--- src/rtl/bluetooth_frame_encoder.sv ---
// Command-frame encoder: latches a command/payload on start, assembles SYNC/opcode/LEN/payload/CHK,
// exposes the whole frame in parallel and streams it byte-wise over valid/ready.
module bluetooth_frame_encoder #(
  parameter int          DATA_W      = 32,
  parameter int          CMD_W       = 4,
  parameter int          NUM_CMDS    = 8,
  parameter logic [7:0]  OPCODE_BASE = 8'h10,
  parameter logic [7:0]  SYNC        = 8'hAA,
  parameter int          FRAME_W     = 128
) (
  input  logic               clk,
  input  logic               reset,
  input  logic               start,
  input  logic [CMD_W-1:0]   command_select,
  input  logic [DATA_W-1:0]  input_data,
  output logic               busy,
  output logic [7:0]         out_byte,
  output logic               out_valid,
  input  logic               out_ready,
  output logic [FRAME_W-1:0] output_data,
  output logic               done,
  output logic               error
);

  localparam int PB    = DATA_W / 8;
  localparam int FB    = FRAME_W / 8;
  localparam int IDX_W = (FB > 1) ? $clog2(FB) : 1;
  localparam int NB    = 2 ** IDX_W;

  localparam logic [1:0] ST_IDLE = 2'd0;
  localparam logic [1:0] ST_LOAD = 2'd1;
  localparam logic [1:0] ST_SEND = 2'd2;
  localparam logic [1:0] ST_DONE = 2'd3;

  logic [1:0]         state_q, state_d;
  logic [CMD_W-1:0]   cmd_q, cmd_d;
  logic [DATA_W-1:0]  data_q, data_d;
  logic [FRAME_W-1:0] output_data_q, output_data_d;
  logic [IDX_W-1:0]   idx_q, idx_d;
  logic [IDX_W-1:0]   last_idx_q, last_idx_d;
  logic               error_q, error_d;

  logic               cmd_valid;
  logic               has_payload;
  logic [7:0]         opcode;
  logic [7:0]         len_byte;
  logic [7:0]         chk;
  logic [FRAME_W-1:0] frame;
  logic [7:0]         frame_bytes [NB];

  assign cmd_valid   = (32'(command_select) < NUM_CMDS);
  assign has_payload = (cmd_q != '0);
  assign opcode      = OPCODE_BASE + 8'(cmd_q);
  assign len_byte    = has_payload ? 8'(PB) : 8'h00;

  // Ping frames carry no payload, so the checksum lands directly after LEN.
  always_comb begin
    frame          = '0;
    chk            = opcode ^ len_byte;
    frame[7:0]     = SYNC;
    frame[15:8]    = opcode;
    frame[23:16]   = len_byte;
    if (has_payload) begin
      for (int k = 0; k < PB; k++) begin
        frame[8*(3+k) +: 8] = data_q[8*k +: 8];
        chk                 = chk ^ data_q[8*k +: 8];
      end
      frame[8*(3+PB) +: 8] = chk;
    end else begin
      frame[31:24] = chk;
    end
  end

  // Pad the byte view to a power of two so the stream index never runs off the array.
  for (genvar gi = 0; gi < NB; gi++) begin : g_bytes
    if (gi < FB) begin : g_used
      assign frame_bytes[gi] = output_data_q[8*gi +: 8];
    end else begin : g_pad
      assign frame_bytes[gi] = 8'h00;
    end
  end

  always_comb begin
    state_d       = state_q;
    cmd_d         = cmd_q;
    data_d        = data_q;
    output_data_d = output_data_q;
    idx_d         = idx_q;
    last_idx_d    = last_idx_q;
    error_d       = 1'b0;
    case (state_q)
      ST_IDLE: begin
        if (start) begin
          if (cmd_valid) begin
            cmd_d   = command_select;
            data_d  = input_data;
            state_d = ST_LOAD;
          end else begin
            error_d = 1'b1;
          end
        end
      end
      ST_LOAD: begin
        output_data_d = frame;
        idx_d         = '0;
        last_idx_d    = has_payload ? IDX_W'(PB + 3) : IDX_W'(3);
        state_d       = ST_SEND;
      end
      ST_SEND: begin
        if (out_ready) begin
          if (idx_q == last_idx_q) begin
            state_d = ST_DONE;
          end else begin
            idx_d = idx_q + 1'b1;
          end
        end
      end
      default: begin
        state_d = ST_IDLE;
      end
    endcase
  end

  always_ff @(posedge clk) begin
    if (reset) begin
      state_q       <= ST_IDLE;
      cmd_q         <= '0;
      data_q        <= '0;
      output_data_q <= '0;
      idx_q         <= '0;
      last_idx_q    <= '0;
      error_q       <= 1'b0;
    end else begin
      state_q       <= state_d;
      cmd_q         <= cmd_d;
      data_q        <= data_d;
      output_data_q <= output_data_d;
      idx_q         <= idx_d;
      last_idx_q    <= last_idx_d;
      error_q       <= error_d;
    end
  end

  assign busy        = (state_q != ST_IDLE);
  assign out_valid   = (state_q == ST_SEND);
  assign done        = (state_q == ST_DONE);
  assign error       = error_q;
  assign out_byte    = out_valid ? frame_bytes[idx_q] : 8'h00;
  assign output_data = output_data_q;

endmodule

--- config.mk ---
export PLATFORM = sky130hd
export DESIGN_NAME = bluetooth_frame_encoder
export DESIGN_NICKNAME = d
export VERILOG_FILES = /design/src/rtl/bluetooth_frame_encoder.sv
export SDC_FILE = /design/constraint.sdc
export NUM_CORES = 1
export LEC_CHECK = 0
export BUFFER_PORTS_ARGS = -buffer_cell sky130_fd_sc_hd__buf_2
export CAP_MARGIN = 30
export CORE_MARGIN = 5
export CORE_UTILIZATION = 44
export DETAILED_ROUTE_END_ITERATION = 10
export PLACE_DENSITY = 0.77
export SLEW_MARGIN = 10
export SYNTH_ARGS = -nofsm -noshare
export SYNTH_HDL_FRONTEND = slang
export SYNTH_SLANG_ARGS = --single-unit
--- constraint.sdc ---
create_clock -name clk -period 1.6 [get_ports clk]
set_input_delay 0.08 -clock clk [delete_from_list [all_inputs] [get_ports clk]]
set_output_delay 0.08 -clock clk [all_outputs]
set_load 0.02 [all_outputs]
==> out/metrics.yaml <==
status: "complete, but fails checks"
violations: "negative setup slack"
finClkSkew_ns: 0.00716
grt_usage_pct: 18.2
start_util_pct: 44.9
numPortBuffers: 101
ant_nets: 0
placed_area_mm2: 0.00493
wirelength_um: 12200
worst_slack_ns: -0.267
drtPass1Iterations: 5
clkTransAtPathRegs_ns: 0.09
setup_viol: 8
cellLeakagePower_nw: 2.46
cts_max_path_buffers: 2
final_cell_mix: "buf_2, dfxtp_1, nand2_1"
clk_root_buffer_cell: "clkbuf_8"
via_per_inst: 4.83
drtIter0Drc: 234
route.detailed.wl_per_inst_um: 15.4
cts.sinks: 89
grt_pass1_vias: 3634
synth-async-reset-ratio_pct: 0
regToRegSetupSlack_ns: 0.01
cp_max_fo: 7
switchingPower_mw: 2.32
criticalPathCategory: "reg2out"
fin_cells: 795
p_per_area_mw_per_mm2: 1110
cts_max_level: 3
rows: 37
dpl.hpwl_um: 8860
yosys_register_bits: 89
drv_cap: 0
diodes: 0
num_io_pins: 180
area_growth_pct: 22.3
grt_pass1_wl_um: 18600
overflow: 0
fmax_mhz: 536
post-route-period-util_pct: 117
grt_max_degree: 56
ys_seq_area_share_pct: 38.8
netlist_instances: 527
ir_drop_v: 0.000598
final_common_cell: "buf_2"
p_seq_share_pct: 41.1
swShare_pct: 37.3
finalHoldViolCount: 0
yosysWarnings: 0
drv_slew: 0
dp.cells: 742
postSynthAreaPerCell_um2: 8.71
synthFlopType: "dfxtp_1"
synth_edf_count: 0
tritoncts: "done"
die_x_um: 112
fillers: 944
p_int_mw: 3.90
critPathLaunchType: "flop"
post-route-drc-count: 0
synth_area_mm2: 0.00459
p_clk_share_pct: 26.1
pwr-share-comb_pct: 32.8
cts_made_buffers: 9
clk_latency_ns: 0.36
coreArea_mm2: 0.0102
synth.distinct_cells: 38
num_vias: 3837
worstHoldPathType: "in2reg"
antenna_found_initial: 0
timing.hold.ws_ns: 0.0285
rsz0062_at_grt: "yes"
layout-drive-gt1-share_pct: 27.3
num-nets-final: 702
die_h_um: 112
period_needed_ns: 1.87
globalplace.congestion: 0.838
crit_path_end_kind: "output port"
arrival_ns: 1.79
die-area_mm2: 0.0126
worst_ep_required_time_ns: 1.52
fin_area_mm2: 0.00562
==> final timing paths <==
path,from,end,cells after the start
setup / recovery,idx_q[0],out_byte[0],6
setup reg to reg,idx_q[0],state_q[1],7
hold / removal,input_data[29],data_q[29],3
hold reg to reg,data_q[22],data_q[22],2
==> cell families (layout without fill, tap and decap cells) <==
kind of cell    Yosys count  after routing  share of synthesized area [%]
simple gates            159            159                           14.3
other cells               1             78                         0.0817
fa+ha+maj                 8              8                           2.18
xor+xnor                 26             26                           5.86
buf+inv                 127            181                           18.3
flops                    89             89                           38.8
compound gates           96             97                           13.7
mux                      21             21                           6.84
==> area by class of cell <==
type                            count  area, um^2  area share (%)
Clock buffer                        9         124            2.21
Clock inverter                      7        83.8            1.49
Inverter                           12        45.0           0.802
Multi-Input combinational cell    389        2350            41.8
Sequential cell                    89        1790            31.9
Tap cell                          136         170            3.03
Timing Repair Buffer              153        1060            18.8
==> through the flow <==
stage | setup WS [ns] | utilization, % | power [mW] | TNS (ns)
final | -0.267 | 54.9 | 6.22 | -1.60
after global routing | -0.335 | 54.9 | 6.56 | -2.47
after global placement | 0.101 | 48.2 | 4.36 | 0
after detailed placement | 0.0197 | 48.2 | 4.41 | 0
after floorplan | -0.0274 | - | 4.12 | -0.119
after CTS | -0.283 | 54.0 | 6.13 | -1.89
==> power by group through the flow <==
stage | sequential, mW | combinational [mW] | clock, mW
2_1_floorplan | 2.64 | 1.48 | 0
3_3_place_gp | 2.59 | 1.77 | 0
3_5_place_dp | 2.60 | 1.81 | 0
4_1_cts | 2.55 | 1.92 | 1.66
5_1_grt | 2.58 | 2.21 | 1.77
6_report | 2.56 | 2.04 | 1.62
==> routing by layer <==
| metal | global-route usage [%] | part of all wire, % | up-vias |
|---|---|---|---|
| met1 | 21.1 | 38 | 1799 |
| met5 | 0 | 0 | - |
| met2 | 33.8 | 52 | 155 |
| met4 | 4.89 | 2.4 | 0 |
| met3 | 4.04 | 7.0 | 23 |
| li1 | - | - | 1860 |
==> flip-flops by register name (all words and copies together) (netlist names) <==
name / cells
state_q: 2
last_idx_q: 1
data_q: 32
cmd_q: 4
error: 1
output_data: 45
idx_q: 4
==> critical path, cell delays in order, from the launching register on <==
cell     delay, ns
dfxtp_4       0.39
buf_12        0.13
mux4_2        0.51
nand2_2       0.07
o31a_1        0.13
nor2_1        0.04
buf_4         0.15
==> synthesized netlist by cell type, types with 2 or more instances <==
library cell / count / area (um^2)
nor2_1: 54 / 203
mux2_2: 3 / 33.8
dfxtp_1: 89 / 1780
clkbuf_8: 3 / 41.3
a21oi_1: 41 / 205
buf_4: 84 / 631
inv_1: 12 / 45.0
a22oi_1: 38 / 285
buf_1: 3 / 11.3
buf_2: 9 / 45.0
xnor3_1: 3 / 67.6
nand2b_1: 7 / 43.8
ha_1: 8 / 100
mux4_2: 8 / 180
nor3b_1: 2 / 15.0
mux2i_1: 10 / 100
a221oi_1: 4 / 35.0
clkbuf_1: 15 / 56.3
xor2_1: 6 / 52.6
nand2_1: 82 / 308
xnor2_1: 17 / 149
nand3_1: 6 / 30.0
o21ai_0: 6 / 30.0
nor2b_1: 3 / 18.8
==> repair_timing <==
action / CTS / global route
gates resized for setup: 13 / 24
gates cloned: 0 / 1
endpoints found under the setup margin: 10 / 88
pin swaps: 5 / 10
hold buffers: 32 / 0
buffers inserted: 3 / 1
endpoints found under the hold margin: 32 / 0
No activity file was read; power rests on OpenSTA's default activity.
